### config.mk
export PLATFORM = sky130hd
export DESIGN_NAME = load_writeback_unit
export DESIGN_NICKNAME = d
export VERILOG_FILES = /design/src/rtl/load_pkg.sv /design/src/rtl/load_align.sv /design/src/rtl/load_writeback_unit.sv
export SDC_FILE = /design/constraint.sdc
export NUM_CORES = 1
export LEC_CHECK = 0
export ABC_CLOCK_PERIOD_IN_PS = 2130
export CAP_MARGIN = 20
export CORE_AREA = 2 2 94 141
export CTS_CLUSTER_SIZE = 25
export DETAILED_ROUTE_END_ITERATION = 12
export DIE_AREA = 0 0 96 143
export SYNTH_ARGS = -nofsm -noshare
export SYNTH_HDL_FRONTEND = slang
export SYNTH_SLANG_ARGS = --single-unit
export TNS_END_PERCENT = 5
### constraint.sdc
create_clock -name clk -period 2.13 [get_ports clk]
set_clock_uncertainty 0.1 [all_clocks]
set_input_delay 0.426 -clock clk [delete_from_list [all_inputs] [get_ports clk]]
set_output_delay 0.426 -clock clk [all_outputs]
set_load 0.02 [all_outputs]
### src/rtl/load_pkg.sv
// Shared types and constants for the load/writeback path: FSM states,
// load funct3 encodings, fault codes and the accept-time legality checks.
package load_pkg;

   typedef enum logic [2:0] {
      ST_IDLE  = 3'd0,
      ST_REQ   = 3'd1,
      ST_WAIT  = 3'd2,
      ST_WB    = 3'd3,
      ST_FAULT = 3'd4
   } state_t;

   localparam logic [2:0] F3_LB  = 3'b000;
   localparam logic [2:0] F3_LH  = 3'b001;
   localparam logic [2:0] F3_LW  = 3'b010;
   localparam logic [2:0] F3_LBU = 3'b100;
   localparam logic [2:0] F3_LHU = 3'b101;

   localparam logic [1:0] FLT_NONE     = 2'b00;
   localparam logic [1:0] FLT_MISALIGN = 2'b01;
   localparam logic [1:0] FLT_ILLEGAL  = 2'b10;
   localparam logic [1:0] FLT_TIMEOUT  = 2'b11;

   function automatic logic f3_legal(input logic [2:0] f3);
      logic ok;
      case (f3)
         F3_LB, F3_LH, F3_LW, F3_LBU, F3_LHU: ok = 1'b1;
         default:                             ok = 1'b0;
      endcase
      return ok;
   endfunction

   function automatic logic f3_misaligned(input logic [2:0] f3, input logic [1:0] lane);
      logic mis;
      case (f3)
         F3_LH, F3_LHU: mis = lane[0];
         F3_LW:         mis = (lane != 2'b00);
         default:       mis = 1'b0;
      endcase
      return mis;
   endfunction

endpackage

### src/rtl/load_align.sv
// Picks the addressed byte/half out of a little-endian word and
// sign- or zero-extends it according to the load type.
module load_align
   import load_pkg::*;
(
   input  logic [31:0] rdata,
   input  logic [1:0]  lane,
   input  logic [2:0]  funct3,
   output logic [31:0] result
);

   logic [7:0]  byte_s;
   logic [15:0] half_s;

   // byte and halfword lane selection
   always_comb begin
      byte_s = 8'h00;
      case (lane)
         2'd0:    byte_s = rdata[7:0];
         2'd1:    byte_s = rdata[15:8];
         2'd2:    byte_s = rdata[23:16];
         2'd3:    byte_s = rdata[31:24];
         default: byte_s = 8'h00;
      endcase
      if (lane[1]) begin
         half_s = rdata[31:16];
      end else begin
         half_s = rdata[15:0];
      end
   end

   // extension by load type; illegal types never reach writeback
   always_comb begin
      result = 32'h0000_0000;
      case (funct3)
         F3_LB:   result = {{24{byte_s[7]}}, byte_s};
         F3_LBU:  result = {24'h00_0000, byte_s};
         F3_LH:   result = {{16{half_s[15]}}, half_s};
         F3_LHU:  result = {16'h0000, half_s};
         F3_LW:   result = rdata;
         default: result = 32'h0000_0000;
      endcase
   end

endmodule

### src/rtl/load_writeback_unit.sv
// Multi-cycle load unit: fetches the containing word over a req/gnt/rvalid
// port, aligns/extends it and writes the register file; stalls via ld_ready.
module load_writeback_unit
   import load_pkg::*;
#(
   parameter int TIMEOUT = 64
) (
   input  logic        clk,
   input  logic        reset,
   input  logic        ld_valid,
   output logic        ld_ready,
   input  logic [31:0] ld_addr,
   input  logic [2:0]  ld_funct3,
   input  logic [4:0]  ld_rd,
   output logic        mem_req,
   output logic [31:0] mem_addr,
   input  logic        mem_gnt,
   input  logic        mem_rvalid,
   input  logic [31:0] mem_rdata,
   output logic        rf_we,
   output logic [4:0]  rf_waddr,
   output logic [31:0] rf_wdata,
   output logic        ld_done,
   output logic        ld_fault,
   output logic [1:0]  ld_fault_code
);

   localparam int               CNT_W    = $clog2(TIMEOUT + 1);
   localparam logic [CNT_W-1:0] CNT_LAST = CNT_W'(TIMEOUT - 1);
   localparam logic [CNT_W-1:0] CNT_ONE  = CNT_W'(1);
   localparam logic [CNT_W-1:0] CNT_ZERO = CNT_W'(0);

   state_t            state_r;
   logic [31:0]       addr_r;
   logic [2:0]        funct3_r;
   logic [4:0]        rd_r;
   logic [CNT_W-1:0]  cnt_r;
   logic [31:0]       wdata_r;
   logic              ld_ready_r;
   logic              mem_req_r;
   logic              rf_we_r;
   logic              ld_done_r;
   logic              ld_fault_r;
   logic [1:0]        fault_code_r;
   logic [31:0]       aligned_s;

   load_align u_align (
      .rdata  (mem_rdata),
      .lane   (addr_r[1:0]),
      .funct3 (funct3_r),
      .result (aligned_s)
   );

   // load FSM; every output is a register updated alongside the state
   always_ff @(posedge clk) begin
      if (reset) begin
         state_r      <= ST_IDLE;
         addr_r       <= 32'h0000_0000;
         funct3_r     <= 3'b000;
         rd_r         <= 5'd0;
         cnt_r        <= CNT_ZERO;
         wdata_r      <= 32'h0000_0000;
         ld_ready_r   <= 1'b1;
         mem_req_r    <= 1'b0;
         rf_we_r      <= 1'b0;
         ld_done_r    <= 1'b0;
         ld_fault_r   <= 1'b0;
         fault_code_r <= FLT_NONE;
      end else begin
         rf_we_r      <= 1'b0;
         ld_done_r    <= 1'b0;
         ld_fault_r   <= 1'b0;
         fault_code_r <= FLT_NONE;
         case (state_r)
            ST_IDLE: begin
               if (ld_valid) begin
                  addr_r     <= ld_addr;
                  funct3_r   <= ld_funct3;
                  rd_r       <= ld_rd;
                  ld_ready_r <= 1'b0;
                  // illegal encoding outranks misalignment
                  if (!f3_legal(ld_funct3)) begin
                     state_r      <= ST_FAULT;
                     ld_fault_r   <= 1'b1;
                     fault_code_r <= FLT_ILLEGAL;
                  end else if (f3_misaligned(ld_funct3, ld_addr[1:0])) begin
                     state_r      <= ST_FAULT;
                     ld_fault_r   <= 1'b1;
                     fault_code_r <= FLT_MISALIGN;
                  end else begin
                     state_r   <= ST_REQ;
                     mem_req_r <= 1'b1;
                  end
               end else begin
                  ld_ready_r <= 1'b1;
               end
            end
            ST_REQ: begin
               if (mem_gnt) begin
                  state_r   <= ST_WAIT;
                  mem_req_r <= 1'b0;
                  cnt_r     <= CNT_ZERO;
               end else begin
                  mem_req_r <= 1'b1;
               end
            end
            ST_WAIT: begin
               if (mem_rvalid) begin
                  state_r   <= ST_WB;
                  wdata_r   <= aligned_s;
                  rf_we_r   <= (rd_r != 5'd0);
                  ld_done_r <= 1'b1;
               end else if (cnt_r == CNT_LAST) begin
                  state_r      <= ST_FAULT;
                  ld_fault_r   <= 1'b1;
                  fault_code_r <= FLT_TIMEOUT;
               end else begin
                  cnt_r <= cnt_r + CNT_ONE;
               end
            end
            ST_WB: begin
               state_r    <= ST_IDLE;
               ld_ready_r <= 1'b1;
            end
            ST_FAULT: begin
               state_r    <= ST_IDLE;
               ld_ready_r <= 1'b1;
            end
            default: begin
               state_r    <= ST_IDLE;
               ld_ready_r <= 1'b1;
               mem_req_r  <= 1'b0;
            end
         endcase
      end
   end

   assign ld_ready      = ld_ready_r;
   assign mem_req       = mem_req_r;
   assign mem_addr      = {addr_r[31:2], 2'b00};
   assign rf_we         = rf_we_r;
   assign rf_waddr      = rd_r;
   assign rf_wdata      = wdata_r;
   assign ld_done       = ld_done_r;
   assign ld_fault      = ld_fault_r;
   assign ld_fault_code = fault_code_r;

endmodule

==> results of run 1 <==
-- logic make-up (layout without fill, tap and decap cells) --
group / Yosys count / in the layout
AO/OA/AOI/OAI: 151 / 151
multiplexers: 21 / 21
AND/OR/NAND/NOR: 167 / 167
flip-flops: 89 / 89
buffers and inverters: 77 / 200
other: 1 / 2
adder cells (fa/ha/maj): 1 / 1
-- layout by cell type, fill, tap and decap left out, types with 2 or more instances in the layout --
master,instances
clkdlybuf4s50_1,149
nand2_1,121
dfxtp_1,89
a21oi_1,53
o21ai_0,26
buf_4,20
mux2i_1,17
a22o_1,16
nor2_1,10
inv_1,10
a221oi_1,9
clkbuf_16,9
o21ai_1,8
a2bb2oi_1,8
a22oi_1,7
o211ai_1,7
nand3_1,5
nand2b_1,4
or3_1,4
inv_6,4
buf_12,4
nor3_1,3
nor2b_1,3
and2b_1,2
nor4b_4,2
o31a_1,2
o31ai_1,2
a21o_1,2
a21boi_0,2
mux2_2,2
conb_1,2
-- power groups by stage --
stage | clock network [mW] | registers [mW] | logic (mW)
2_1_floorplan | 0 | 1.86 | 0.553
3_3_place_gp | 0 | 1.85 | 0.929
3_5_place_dp | 0 | 1.85 | 0.937
4_1_cts | 1.58 | 1.81 | 0.942
5_1_grt | 1.65 | 1.83 | 1.02
6_report | 1.54 | 1.81 | 0.936
-- per-layer routing --
layer / GRT usage (%) / up-vias
li1: - / 1977
met1: 20.1 / 1839
met2: 32.6 / 152
met3: 5.38 / 25
met4: 9.17 / 0
met5: 0 / -
-- tightest hold or removal path, stage by stage, from the launching register on --
cell	delay (ns)
dfxtp_1	0.31
nand2_1	0.05
o21ai_1	0.05
-- sequential cells by signal, summed over array words and instances (netlist names) --
signal	flops
ld_fault	1
rf_we	1
rf_waddr	5
ld_done	1
state_r	3
ld_ready	1
ld_fault_code	2
funct3_r	3
cnt_r	7
addr_r	32
mem_req	1
rf_wdata	32
-- area by class of cell --
cell class | instances | area share, %
multi-input cells | 342 | 33.7
flip-flops and latches | 89 | 29.3
repair buffers | 174 | 28.4
clock buffers | 9 | 3.71
well taps | 156 | 3.21
clock inverters | 7 | 0.968
inverters | 10 | 0.618
-- stage by stage --
step,power (mW),instances
floorplan,2.41,508
global placement,2.78,771
detailed placement,2.79,771
CTS,4.33,787
global route,4.49,787
finish,4.29,787
-- worst max path at each step --
stage | end | startpoint | cells after the start | slack [ns]
finish | mem_addr[3] | addr_r[3] | 1 | 0.27
global route | rf_wdata[10] | funct3_r[2] | 4 | 0.14
CTS | mem_addr[3] | addr_r[3] | 1 | 0.25
detailed placement | state_r[0] | ld_funct3[2] | 5 | -0.04
global placement | rf_wdata[4] | mem_rvalid | 5 | 0.05
floorplan | rf_wdata[21] | state_r[0] | 7 | 0.51
==> impl_metrics.py, run 1 <==
metrics = {
    "layout": {
        "antennaDiodeCount": 0,
        "final_nets": 704,
        "multi_input_area_mm2": 0.00205,
        "seqCellArea_mm2": 0.00178,
        "final_util_pct": 48.8,
        "drive_above_1_share_pct": 8.72,
        "final_area_mm2": 0.00607,
        "areaGrowthSynthToFinish_pct": 40.9,
        "fillers": 1209,
    },
    "floorplanning": {
        "initial_core_util_pct": 34.6,
        "dieArea_mm2": 0.0137,
        "ios": 153,
        "die_x_um": 96,
        "num_rows": 50,
        "core_region_area_mm2": 0.0124,
        "die_y_um": 143,
    },
    "clocking": {
        "h-tree-depth": 3,
        "cts_inserted_buffers": 9,
        "clk_pin_slew_worst_paths_ns": 0.07,
        "root_buffer": "clkbuf_16",
        "post_cts_buffers": 0,
        "cts_tree": "yes",
        "cts_resized": 0,
        "cts.sinks": 89,
        "clockBufferDepth": 2,
        "insertion_delay_ns": 0.34,
        "cts_hold_buf": 0,
    },
    "logic_synthesis": {
        "synthMuxAreaShare_pct": 5.51,
        "synth_top_area_share_pct": 41.3,
        "yosys.area.top_type": "dfxtp_1",
        "netlist_instances": 507,
        "yosysWarnings": 0,
        "synth_compound_area_share_pct": 22.9,
        "async_flop_share_pct": 0,
        "ys_seq_area_share_pct": 41.3,
        "synthFlopType": "dfxtp_1",
        "synth_edf_count": 0,
        "synth_seq_cells": 89,
        "avgSynthCellArea_um2": 8.50,
        "synth_top_family_by_area": "compound AO/OA/AOI/OAI gates",
        "synth-xor-area-share_pct": 0,
        "synth-adder-area-share_pct": 0.290,
        "ys_types": 55,
        "yosys.area_share.simple_pct": 18.5,
        "syn_area_mm2": 0.00431,
        "post-synth-top-count-cell": "nand2_1",
        "ys_top_cells_by_count": "121 x nand2_1, 89 x dfxtp_1, 53 x a21oi_1, 38 x buf_4, 26 x o21ai_0",
        "yosys-top-cells-area": "dfxtp_1 41%, nand2_1 11%, buf_4 6.6%, a21oi_1 6.2%, mux2i_1 3.9%",
    },
    "global_route": {
        "grt_pass1_vias": 4091,
        "grt_first_pass_wirelength_um": 20000,
        "antenna_found_initial": 0,
        "grt_usage_pct": 18.7,
        "grt_max_degree": 36,
        "gr-total-overflow": 0,
    },
    "drt": {
        "first_iter_violations": 90,
        "wl_met2_um": 6540,
        "vias_per_cell": 5.07,
        "wirelength_um": 12800,
        "highest_layer": "met4",
        "wl_met3_um": 895,
        "via_count": 3993,
        "wl_per_cell_um": 16.2,
        "drtAntennaViolNets": 0,
        "route.detailed.drc": 0,
        "wirelength_met1_um": 4920,
        "dr.pass1.iters": 4,
    },
    "placement": {
        "globalplace.congestion": 0.812,
        "place_area_mm2": 0.00579,
        "io_buffer_count": 150,
        "dpl.hpwl_um": 9780,
        "dp_worst_setup_slack_ns": -0.0357,
    },
    "sta": {
        "fin_ws_ns": 0.270,
        "finalHoldViolations": 0,
        "rsz0062_at_grt": "false",
        "finalSetupTns_ns": 0,
        "slew_headroom_pct": 50.1,
        "tightest_slew_ns": 0.748,
        "slew_viol_final": 0,
        "finalCritPeriodShare_pct": 87.3,
        "timing.fmax_mhz": 538,
        "setup_viol": 0,
        "min_period_ns": 1.86,
        "finalHoldWorstSlack_ns": 0.355,
    },
    "power_and_ir_drop": {
        "p_comb_share_pct": 21.8,
        "clkPwrFrac_pct": 35.9,
        "power_density_mw_per_mm2": 706,
        "ir_drop_mv": 0.420,
        "power.leakage_nw": 2.19,
        "power_switching_share_pct": 29.4,
        "internal-power_mw": 3.03,
        "p_sw_mw": 1.26,
        "seq_power_share_pct": 42.3,
    },
    "hold_path": {
        "min_from": "rf_wdata[8]",
        "whs_endpoint": "rf_wdata[8]",
        "hold_path_class": "flop to flop",
        "hold_depth": 2,
    },
    "run_status": {
        "status": "complete, no violations",
    },
    "setup_path": {
        "path_class": "flop to primary output",
        "required_ns": 1.60,
        "path_delay_family": "buffers and inverters",
        "path_max_fanout": 2,
        "cpPeakStageDelay_ns": 0.65,
        "end_kind": "primary output",
        "r2r.worst_path.cells": 4,
        "crit_buf_inv": 1,
        "cp.arrival_ns": 1.33,
        "r2r_setup_slack_ns": 0.30,
        "crit_chain": "clkdlybuf4s50_1",
        "r2r_start": "funct3_r[2]",
        "cp-start-kind": "flop",
        "rr_endpoint": "rf_wdata[10]",
        "crit_slowest_cell": "clkdlybuf4s50_1",
    },
    "job": {
        "max_cap_viol_count": 0,
    },
}
Note: power is estimated with default switching activity, not from simulation.
==> run 2, diff against run 1 <==
--- a/config.mk
+++ b/config.mk
@@ -11,6 +11,7 @@
 export CTS_CLUSTER_SIZE = 25
 export DETAILED_ROUTE_END_ITERATION = 12
 export DIE_AREA = 0 0 96 143
+export SLEW_MARGIN = 10
 export SYNTH_ARGS = -nofsm -noshare
 export SYNTH_HDL_FRONTEND = slang
 export SYNTH_SLANG_ARGS = --single-unit
==> results of run 2 <==
No change in the layout: final DEF, timing and power equal those of run 1.
